==> src/rtl/mod_counter_pro_pkg.sv <==
// ---------------------------------------------------------------------------
// mod_counter_pro_pkg
// Shared types and helpers for the modulo-N counter slice.
//   cnt_mode_t  : count mode selector (up, down, bounce, one-shot)
//   cntWidth()  : bit width needed to hold values 0..n-1 (minimum 1 bit)
// ---------------------------------------------------------------------------
package mod_counter_pro_pkg;

  typedef enum logic [1:0] {
    CNT_UP      = 2'b00,
    CNT_DOWN    = 2'b01,
    CNT_UPDOWN  = 2'b10,
    CNT_ONESHOT = 2'b11
  } cnt_mode_t;

  // A divide-by-1 prescaler still needs a 1-bit register to stay well formed.
  function automatic int cntWidth(input int n);
    return (n <= 1) ? 1 : $clog2(n);
  endfunction

endpackage

==> src/rtl/mod_counter_pro_if.sv <==
// ---------------------------------------------------------------------------
// mod_counter_pro_if
// Control/status bundle of the modulo-N counter.
//   en, load, load_val, mode : driven by the controlling block (master)
//   count, dir, tc, done     : registered counter status (slave)
//   at_max                   : combinational count == MODULO-1 (slave)
// ---------------------------------------------------------------------------
interface mod_counter_pro_if
  import mod_counter_pro_pkg::*;
#(
  parameter int WIDTH = 8
);

  logic             en;
  logic             load;
  logic [WIDTH-1:0] load_val;
  cnt_mode_t        mode;
  logic [WIDTH-1:0] count;
  logic             dir;
  logic             tc;
  logic             done;
  logic             at_max;

  modport master (
    output en, load, load_val, mode,
    input  count, dir, tc, done, at_max
  );

  modport slave (
    input  en, load, load_val, mode,
    output count, dir, tc, done, at_max
  );

endinterface

==> src/rtl/mod_counter_pro_tick_prescaler.sv <==
// ---------------------------------------------------------------------------
// tick_prescaler
// Modulo-PRESCALE enable divider: step_o is high on every PRESCALE-th
// enabled cycle. The phase holds while en_i is low and returns to zero on
// clr_i.
//   clk     : clock, rising edge
//   rst     : synchronous, active-low reset
//   en_i    : advance the phase this cycle
//   clr_i   : restart the phase (takes priority over en_i)
//   step_o  : combinational step qualifier for the current cycle
// ---------------------------------------------------------------------------
module tick_prescaler
  import mod_counter_pro_pkg::*;
#(
  parameter int PRESCALE = 1
) (
  input  logic clk,
  input  logic rst,
  input  logic en_i,
  input  logic clr_i,
  output logic step_o
);

  localparam int PW = cntWidth(PRESCALE);
  localparam logic [PW-1:0] LAST = PW'(PRESCALE - 1);

  logic [PW-1:0] phase_q;
  logic [PW-1:0] phase_d;

  // With PRESCALE == 1 the phase never leaves zero, so every enabled cycle
  // is a step.
  assign step_o = en_i && (phase_q == LAST);

  always_comb begin
    phase_d = phase_q;
    if (clr_i) begin
      phase_d = '0;
    end else if (en_i) begin
      phase_d = step_o ? '0 : phase_q + PW'(1);
    end
  end

  always_ff @(posedge clk) begin
    if (!rst) begin
      phase_q <= '0;
    end else begin
      phase_q <= phase_d;
    end
  end

endmodule

==> src/rtl/mod_counter_pro.sv <==
// ---------------------------------------------------------------------------
// mod_counter_pro
// Parametrised modulo-N counter with prescaler and four count modes
// (up, down, bounce, one-shot), synchronous saturating load, direction
// output, terminal-event pulse and sticky one-shot done flag.
//   clk     : clock, rising edge
//   rst     : synchronous, active-low reset
//   cnt_if  : slave side of mod_counter_pro_if
//             in : en, load, load_val, mode
//             out: count, dir, tc, done (registered), at_max (combinational)
// Parameters: WIDTH (count bits), MODULO (2..2**WIDTH), PRESCALE (>=1)
// ---------------------------------------------------------------------------
module mod_counter_pro
  import mod_counter_pro_pkg::*;
#(
  parameter int WIDTH    = 8,
  parameter int MODULO   = 256,
  parameter int PRESCALE = 1
) (
  input  logic                 clk,
  input  logic                 rst,
  mod_counter_pro_if.slave     cnt_if
);

  generate
    if (MODULO < 2 || MODULO > (2 ** WIDTH)) begin : g_bad_modulo
      $error("mod_counter_pro: MODULO must lie in 2..2**WIDTH");
    end
    if (PRESCALE < 1) begin : g_bad_prescale
      $error("mod_counter_pro: PRESCALE must be at least 1");
    end
  endgenerate

  localparam logic [WIDTH-1:0] MAXV = WIDTH'(MODULO - 1);

  logic [WIDTH-1:0] count_q, count_d;
  logic             dir_q, dir_d;
  logic             tc_q, tc_d;
  logic             done_q, done_d;
  logic             step;
  logic [WIDTH-1:0] incVal;
  logic [WIDTH-1:0] decVal;

  tick_prescaler #(
    .PRESCALE (PRESCALE)
  ) u_prescaler (
    .clk    (clk),
    .rst    (rst),
    .en_i   (cnt_if.en),
    .clr_i  (cnt_if.load),
    .step_o (step)
  );

  assign incVal = count_q + WIDTH'(1);
  assign decVal = count_q - WIDTH'(1);

  // Wraps and turnarounds compare against MAXV explicitly so that a
  // MODULO below 2**WIDTH never relies on natural overflow. In bounce mode
  // a count sitting on the far end (after a load or mode change) turns
  // around immediately instead of running past the range.
  always_comb begin
    count_d = count_q;
    dir_d   = (cnt_if.mode == CNT_UPDOWN) ? dir_q : 1'b1;
    tc_d    = 1'b0;
    done_d  = done_q;
    if (cnt_if.load) begin
      count_d = (cnt_if.load_val > MAXV) ? MAXV : cnt_if.load_val;
      dir_d   = 1'b1;
      done_d  = 1'b0;
    end else if (step) begin
      case (cnt_if.mode)
        CNT_UP: begin
          if (count_q == MAXV) begin
            count_d = '0;
            tc_d    = 1'b1;
          end else begin
            count_d = incVal;
          end
        end
        CNT_DOWN: begin
          if (count_q == '0) begin
            count_d = MAXV;
            tc_d    = 1'b1;
          end else begin
            count_d = decVal;
          end
        end
        CNT_UPDOWN: begin
          if (dir_q) begin
            if (count_q == MAXV) begin
              count_d = decVal;
              dir_d   = 1'b0;
            end else begin
              count_d = incVal;
              if (incVal == MAXV) begin
                dir_d = 1'b0;
                tc_d  = 1'b1;
              end
            end
          end else begin
            if (count_q == '0) begin
              count_d = incVal;
              dir_d   = 1'b1;
            end else begin
              count_d = decVal;
              if (decVal == '0) begin
                dir_d = 1'b1;
                tc_d  = 1'b1;
              end
            end
          end
        end
        CNT_ONESHOT: begin
          if (count_q == MAXV) begin
            done_d = 1'b1;
          end else begin
            count_d = incVal;
            if (incVal == MAXV) begin
              done_d = 1'b1;
              tc_d   = 1'b1;
            end
          end
        end
        default: begin
          count_d = count_q;
        end
      endcase
    end
  end

  always_ff @(posedge clk) begin
    if (!rst) begin
      count_q <= '0;
      dir_q   <= 1'b1;
      tc_q    <= 1'b0;
      done_q  <= 1'b0;
    end else begin
      count_q <= count_d;
      dir_q   <= dir_d;
      tc_q    <= tc_d;
      done_q  <= done_d;
    end
  end

  assign cnt_if.count  = count_q;
  assign cnt_if.dir    = dir_q;
  assign cnt_if.tc     = tc_q;
  assign cnt_if.done   = done_q;
  assign cnt_if.at_max = (count_q == MAXV);

endmodule

==> src/flat_wrapper.sv <==
// flat-port wrapper written by rule: the top's interface ports become plain ports
module mod_counter_pro_flat import mod_counter_pro_pkg::*;
#(
  parameter int WIDTH    = 8,
  parameter int MODULO   = 256,
  parameter int PRESCALE = 1
)
  (clk, rst, cnt_if_en, cnt_if_load, cnt_if_load_val, cnt_if_mode, cnt_if_count, cnt_if_dir, cnt_if_tc, cnt_if_done, cnt_if_at_max);
  mod_counter_pro_if #(.WIDTH(WIDTH)) cnt_if_i ();
  input  logic clk;
  input  logic rst;
  input wire logic [$bits(cnt_if_i.en)-1:0] cnt_if_en;
  input wire logic [$bits(cnt_if_i.load)-1:0] cnt_if_load;
  input wire logic [$bits(cnt_if_i.load_val)-1:0] cnt_if_load_val;
  input wire logic [$bits(cnt_if_i.mode)-1:0] cnt_if_mode;
  output wire logic [$bits(cnt_if_i.count)-1:0] cnt_if_count;
  output wire logic [$bits(cnt_if_i.dir)-1:0] cnt_if_dir;
  output wire logic [$bits(cnt_if_i.tc)-1:0] cnt_if_tc;
  output wire logic [$bits(cnt_if_i.done)-1:0] cnt_if_done;
  output wire logic [$bits(cnt_if_i.at_max)-1:0] cnt_if_at_max;
  assign cnt_if_i.en = cnt_if_en;
  assign cnt_if_i.load = cnt_if_load;
  assign cnt_if_i.load_val = cnt_if_load_val;
  assign cnt_if_i.mode = cnt_if_mode;
  assign cnt_if_count = cnt_if_i.count;
  assign cnt_if_dir = cnt_if_i.dir;
  assign cnt_if_tc = cnt_if_i.tc;
  assign cnt_if_done = cnt_if_i.done;
  assign cnt_if_at_max = cnt_if_i.at_max;
  mod_counter_pro #(.WIDTH(WIDTH), .MODULO(MODULO), .PRESCALE(PRESCALE)) u_core (.clk(clk), .rst(rst), .cnt_if(cnt_if_i));
endmodule
==> config.mk <==
export PLATFORM = sky130hd
export DESIGN_NAME = mod_counter_pro_flat
export DESIGN_NICKNAME = d
export VERILOG_FILES = /design/src/rtl/mod_counter_pro_pkg.sv /design/src/rtl/mod_counter_pro_if.sv /design/src/rtl/mod_counter_pro_tick_prescaler.sv /design/src/rtl/mod_counter_pro.sv /design/src/flat_wrapper.sv
export SDC_FILE = /design/constraint.sdc
export NUM_CORES = 1
export LEC_CHECK = 0
export CAP_MARGIN = 20
export CORE_ASPECT_RATIO = 0.8
export CORE_MARGIN = 2
export CORE_UTILIZATION = 47
export DETAILED_ROUTE_END_ITERATION = 16
export PLACE_DENSITY = 0.73
export SETUP_SLACK_MARGIN = 0.02
export SLEW_MARGIN = 20
export SYNTH_ARGS = -nofsm -noshare
export SYNTH_HDL_FRONTEND = slang
export SYNTH_SLANG_ARGS = --single-unit
export TNS_END_PERCENT = 20
==> constraint.sdc <==
create_clock -name clk -period 2.4 [get_ports clk]
set_input_delay 0.36 -clock clk [delete_from_list [all_inputs] [get_ports clk]]
set_output_delay 0.36 -clock clk [all_outputs]
set_load 0.01 [all_outputs]
# After elaboration in Yosys (flattened, before gate mapping)
# Index checks and enable logic that the tools add are counted.
dict set report classes {
  muxes 29
  magnitude_cmp 1
  eq_ne 6
  reduce_logical 10
  bitwise_logic 3
  add_sub_neg 3
}
# operator n
set op_table {}
lappend op_table {{8-bit two-way mux} 9}
lappend op_table {{8-bit one-hot mux with 4 select lines} 1}
lappend op_table {{1-bit two-way mux} 18}
lappend op_table {{8-bit equality test (second input constant)} 2}
lappend op_table {{8-bit zero test} 2}
lappend op_table {{8-bit by 1-bit adder with 8-bit output (second input constant)} 1}
lappend op_table {{8-bit greater-than comparator (second input constant)} 1}
lappend op_table {{8-bit by 1-bit subtractor with 8-bit output (second input constant)} 1}
lappend op_table {{2-bit equality test (second input constant)} 2}
lappend op_table {{1-bit one-hot mux with 4 select lines} 1}
lappend op_table {{2-bit nonzero test} 2}
lappend op_table {{3-bit inequality test (second input constant)} 1}
lappend op_table {{1-bit inverter} 3}
lappend op_table {{3-bit AND reduction} 1}
lappend op_table {{3-bit OR reduction} 1}
lappend op_table {{2-bit by 1-bit equality test with 1-bit output (second input constant)} 1}
lappend op_table {{2-bit zero test} 1}
lappend op_table {{2-bit AND reduction} 1}
lappend op_table {{2-bit OR reduction} 1}
lappend op_table {{1-bit adder (second input constant)} 1}
lappend op_table {{1-bit logical AND} 1}
dict set report totals {
  word_cells 57
  ff_bits 12
  in_bits 14
}

# Longest topological paths before layout
dict set report logic_depth {
  depth_word 7
  depth_mapped 10
  ltp_nobuf 8
}

# Cells and area by module
# Synthesis repeated with hierarchy kept, for this count alone.
dict set report unflattened {
  hier_cells 208
  hier_area_um2 1441.4
}
# module area_per_inst_um2 seq_area_each_um2 cells_each n_inst
set by_module_without_submodules {}
lappend by_module_without_submodules {mod_counter_pro 1402.6 220.2 205 1}
lappend by_module_without_submodules {tick_prescaler 38.8 20.0 3 1}

# Worst setup path after synthesis
# Ideal clock, no wire load.
dict set report synth_timing {
  path_type {reg-to-reg}
  start {register u_core.count_q[1] (netlist: u_core.cnt_if.count[1])}
  end {register u_core.count_q[2] (netlist: u_core.cnt_if.count[2])}
  synth_period_minus_slack_ps 2307
  required_time_ps 2279
  t_arrival_ps 2186
  stages_incl_launch_ff 10
  setup_slack_ps 93
  n_path_buf 2
  cell_sequence {dfxtp_1 -> ha_1 -> clkbuf_1 -> nand4_1 -> or2_2 -> buf_2 -> a21oi_1 -> mux2i_1 -> xnor2_1 -> o2bb2ai_1}
}
dict set report synth_via {
  elab_chain_cells 6
}
# item line_no
set synth_rtl {}
lappend synth_rtl {{start: declaration} mod_counter_pro.sv:36} ;# logic [WIDTH-1:0] count_q, count_d;
lappend synth_rtl {{start signal: assignment} mod_counter_pro.sv:138} ;# count_q <= count_d;
lappend synth_rtl {{8-bit by 1-bit subtractor with 8-bit output, or another cell as far along} mod_counter_pro.sv:55} ;# assign decVal = count_q - WIDTH'(1);
lappend synth_rtl {{8-bit two-way mux (on tied branches)} {mod_counter_pro.sv:101, mod_counter_pro.sv:90}}
lappend synth_rtl {{8-bit two-way mux} mod_counter_pro.sv:89} ;# if (dir_q) begin
lappend synth_rtl {{8-bit one-hot mux with 4 select lines} mod_counter_pro.sv:71} ;# case (cnt_if.mode)
lappend synth_rtl {{8-bit two-way mux} mod_counter_pro.sv:70} ;# end else if (step) begin
lappend synth_rtl {{8-bit two-way mux} mod_counter_pro.sv:66} ;# if (cnt_if.load) begin
# Several ways; a longest one is shown, not always the timed one. The select of a mux whose other input is x is not followed.
# A chain may end at the register's enable or synchronous reset.

# Final worst setup path
dict set report layout_timing {
  start {register u_core.count_q[0] (netlist: u_core.cnt_if.count[0])}
  end {register u_core.count_q[1] (netlist: u_core.cnt_if.count[1])}
}
# Same word-level chain as after synthesis.

==> run summary <==
The final instance area is 0.00184 sq mm. The post-layout total power came out at 0.766 mW. The die is 64.6 um wide. The number of rows in the core area is 17. The number of placed cells counting well taps came out at 273. The pre-antenna-repair detailed-routing pass consisted of 5 iterations.

The via count normalized by instance count is 6.50. The H-tree depth reported by CTS came out at 1. The pin count of the biggest net entering global routing is 18. In this run the static leakage power is 0.708 nW. The post-route worst hold slack is 0.484 ns. The number of warning messages in the yosys log is 0. The number of sinks on the clock net came out at 12. The required time of the critical path came out at 2.52 ns. Compared with the post-synthesis result, the final layout area differs by 33.6%. The first-pass GRT wire length came out at 7760 um. The clock arrives with 0.00237 ns of skew.

The finished layout holds 277 standard cells, fillers aside. The total overflow reported by the global router came out at 0. The number of hold violations in the final report came out at 0. The buffer and inverter count on the worst path came out at 1. The first routing iteration left 106 violations. The number of max-cap violations is 0. The total negative setup slack is 0 ns. TritonCTS built the clock tree. The proportion of synthesized chip area in sequential cells came out at 17.4%. The critical path start-end classification is register to register.

The final cycle utilization of the critical path came out at 98.5%. The final layout net count came out at 259. The maximum clock rate came out at 0.423 GHz. The clock buffer count from CTS came out at 3. The cell at the root of the clock tree is sky130_fd_sc_hd__clkbuf_8.

The final route contains 1800 vias. The critical path runs through a total of 8 cells. The overall die area is 0.00339 sq mm. Cell internal power was estimated by the tool at 0.497 mW. The headroom to the max-slew limit came out at 56.2%. The minimum setup slack after placement is 0.127 ns.

The initial antenna violation count came to 0. The number of cells produced by synthesis is 203. The die span in y came out at 52.5 um.

Setup violations remaining at the end of the flow were counted as 0. In the global route stage, overall resource usage came out at 30.2%. The biggest cell delay along the critical path came out at 0.55 ns. The kind of start point of the critical path is a register. The power per unit of standard cell area is 416 mW/mm^2. After layout, the worst setup slack is 0.0353 ns. The worst path arrival time came out at 2.49 ns. Along the worst hold path, the cell count comes to 1.

The post-detailed-route wirelength per cell came out at 17.4 um. The post-route netlist has 15.1% of its cells at a drive strength greater than 1. The kind of cell adding the most delay to the critical path is simple AND/OR/NAND/NOR gates. The standard cell with the maximum stage delay on the critical path is sky130_fd_sc_hd__nor4b_1. At the pin with the least slew margin, the transition time is 0.647 ns. The number of buffers added for setup after CTS is 0.

The clock share of power is 30.3%. Pin placement for this block handled 26 I/O pins. The effective utilization at floorplan is 49.5%. The mean instance size in the synthesized netlist is 6.80 sq um. In this run, distinct cell masters in the synthesized netlist total 50. The share of total power in sequential cells came out at 31.2%. The clock insertion delay at the later pin of the skew report came out at 0.25 ns. The minimum clock period came out at 2.36 ns. The flow ran to the end, and the final reports show no timing, DRC or antenna violations. The worst vdd rail ir drop is 316 uV. Leaving out fill and tap cells, the most frequent cell in the layout is sky130_fd_sc_hd__clkdlybuf4s50_1.

The largest buffer count on any clock path is 2. The count of pins over their slew limit is 0. The number of global-route vias before repair was 1639. The depth of the worst register-to-register path is 8. The power dissipated by switching net loads is 0.270 mW.

The path category of the worst min-delay check is register to register. In this run the tool buffered the top-level ports with 25 buffer cells. The critical path goes through inv_1, ha_1, nor4b_1, nand2_1, nand2_1, o21ai_0, and3b_1, o41ai_1. The count of nets left with antenna violations once routing finished came out at 0. In this run, synthesis produced a sequential element count of 12. Summing every instance area after synthesis gives 0.00138 sq mm. In this run the cell area measured after placement is 0.00178 sq mm. The part of the power in combinational logic is 38.5%. The total nets after synthesis is 222. Detailed placement ended at an HPWL of 3640 um. The clock transition at the register clock pins on the worst setup and hold paths after CTS is 0.06 ns. The core utilization of the finished layout came out at 66.2%. The kind of end point of the critical path is a register. The remaining routing DRC violations came out at 0. The final wirelength is 4810 um. The region available for standard cell placement spans 0.00279 sq mm.

The worst-path maximum fanout is 6. In this design, the critical path's most frequently occurring cell is sky130_fd_sc_hd__nand2_1. The switching part of the total came out at 35.2%. The number of diodes added for antenna fixing is 0. The library cells used most frequently in the layout, excluding fill and tap cells, are sky130_fd_sc_hd__clkdlybuf4s50_1, sky130_fd_sc_hd__buf_4, sky130_fd_sc_hd__nand2_1, sky130_fd_sc_hd__o21ai_0, sky130_fd_sc_hd__nor2_1. The congestion estimate from routability-driven global placement came to 0.989. Setup repair after global routing could not meet its margin everywhere.
[path summary, 6_finish.rpt]
path                              start                         end  slack [ns]
min reg2reg  u_core.u_prescaler.phase_q  u_core.u_prescaler.phase_q        0.48
max              u_core.cnt_if.count[0]      u_core.cnt_if.count[1]        0.04
max reg2reg      u_core.cnt_if.count[0]      u_core.cnt_if.count[1]        0.04
min          u_core.u_prescaler.phase_q  u_core.u_prescaler.phase_q        0.48
[synthesized netlist by cell type, drive strengths merged]
master	number	share of area, %
o21ai	23	8.3
nand2	22	6.0
nor2	18	4.9
nor3	13	5.1
dfxtp	12	17
clkbuf	10	2.7
a21oi	8	2.9
nand3	8	2.9
inv	7	1.9
buf	6	2.5
xnor2	6	3.8
a31oi	5	2.3
ha	5	4.5
nor2b	4	1.8
nor3b	4	2.2
o31ai	4	2.2
a211oi	3	1.6
a22o	3	1.9
a311oi	3	1.9
mux2i	3	2.2
nor4	3	1.4
xor2	3	1.9
a21o	2	1.1
nand2b	2	0.91
nand4	2	0.91
o41ai	2	1.3
or3	2	0.91
or4	2	1.4
or4b	2	1.5
a2111oi	1	0.63
a211o	1	0.63
a21boi	1	0.54
a221oi	1	0.63
a32o	1	0.73
and2	1	0.45
and3b	1	0.63
mux2	1	0.82
nor4b	1	0.63
o211ai	1	0.54
o21a	1	0.54
o221ai	1	0.63
o2bb2ai	1	0.63
o311ai	1	0.63
o32ai	1	0.63
or2	1	0.45
[cell families (layout without fill, tap and decap cells)]
family	after synthesis	in the layout	share of synthesized area (%)
flops	12	12	17.4
xor+xnor	9	9	5.71
fa+ha+maj	5	5	4.53
simple gates	86	86	31.9
buf+inv	23	59	7.16
compound gates	64	64	30.3
mux	4	4	2.99
[metal layers]
layer / vias to the layer above / share of wire (%) / global-route usage (%)
met2: 129 / 44 / 49.1
met4: 0 / 3.3 / 12.4
li1: 829 / - / -
met1: 814 / 42 / 38.5
met3: 28 / 11 / 7.53
met5: - / 0 / 0
[cell type report]
class / count / area (sq um)
Clock buffer: 4 / 55.1
Fill cell: 257 / 942
Inverter: 7 / 26.3
Multi-Input combinational cell: 168 / 1040
Sequential cell: 12 / 246
Tap cell: 38 / 47.5
Timing Repair Buffer: 48 / 425
[power groups by stage]
stage	clock (mW)	combinational [mW]	sequential [mW]
finish	0.232	0.295	0.239
global placement	0	0.286	0.241
floorplan	0	0.180	0.231
detailed placement	0	0.288	0.241
global route	0.245	0.321	0.242
CTS	0.236	0.290	0.237
[state kept, by name, indices dropped and copies added (netlist names)]
name                        flops
u_core.cnt_if.count             8
u_core.cnt_if.done              1
u_core.u_prescaler.phase_q      1
u_core.cnt_if.tc                1
u_core.cnt_if.dir               1
[what timing repair did]
| action | 4_1_cts | 5_1_grt |
|---|---|---|
| pin swaps | 0 | 0 |
| endpoints found under the setup margin | 1 | 2 |
| resized for setup | 3 | 4 |
| hold buffers | 0 | 0 |
No activity file was read; power rests on OpenSTA's default activity.
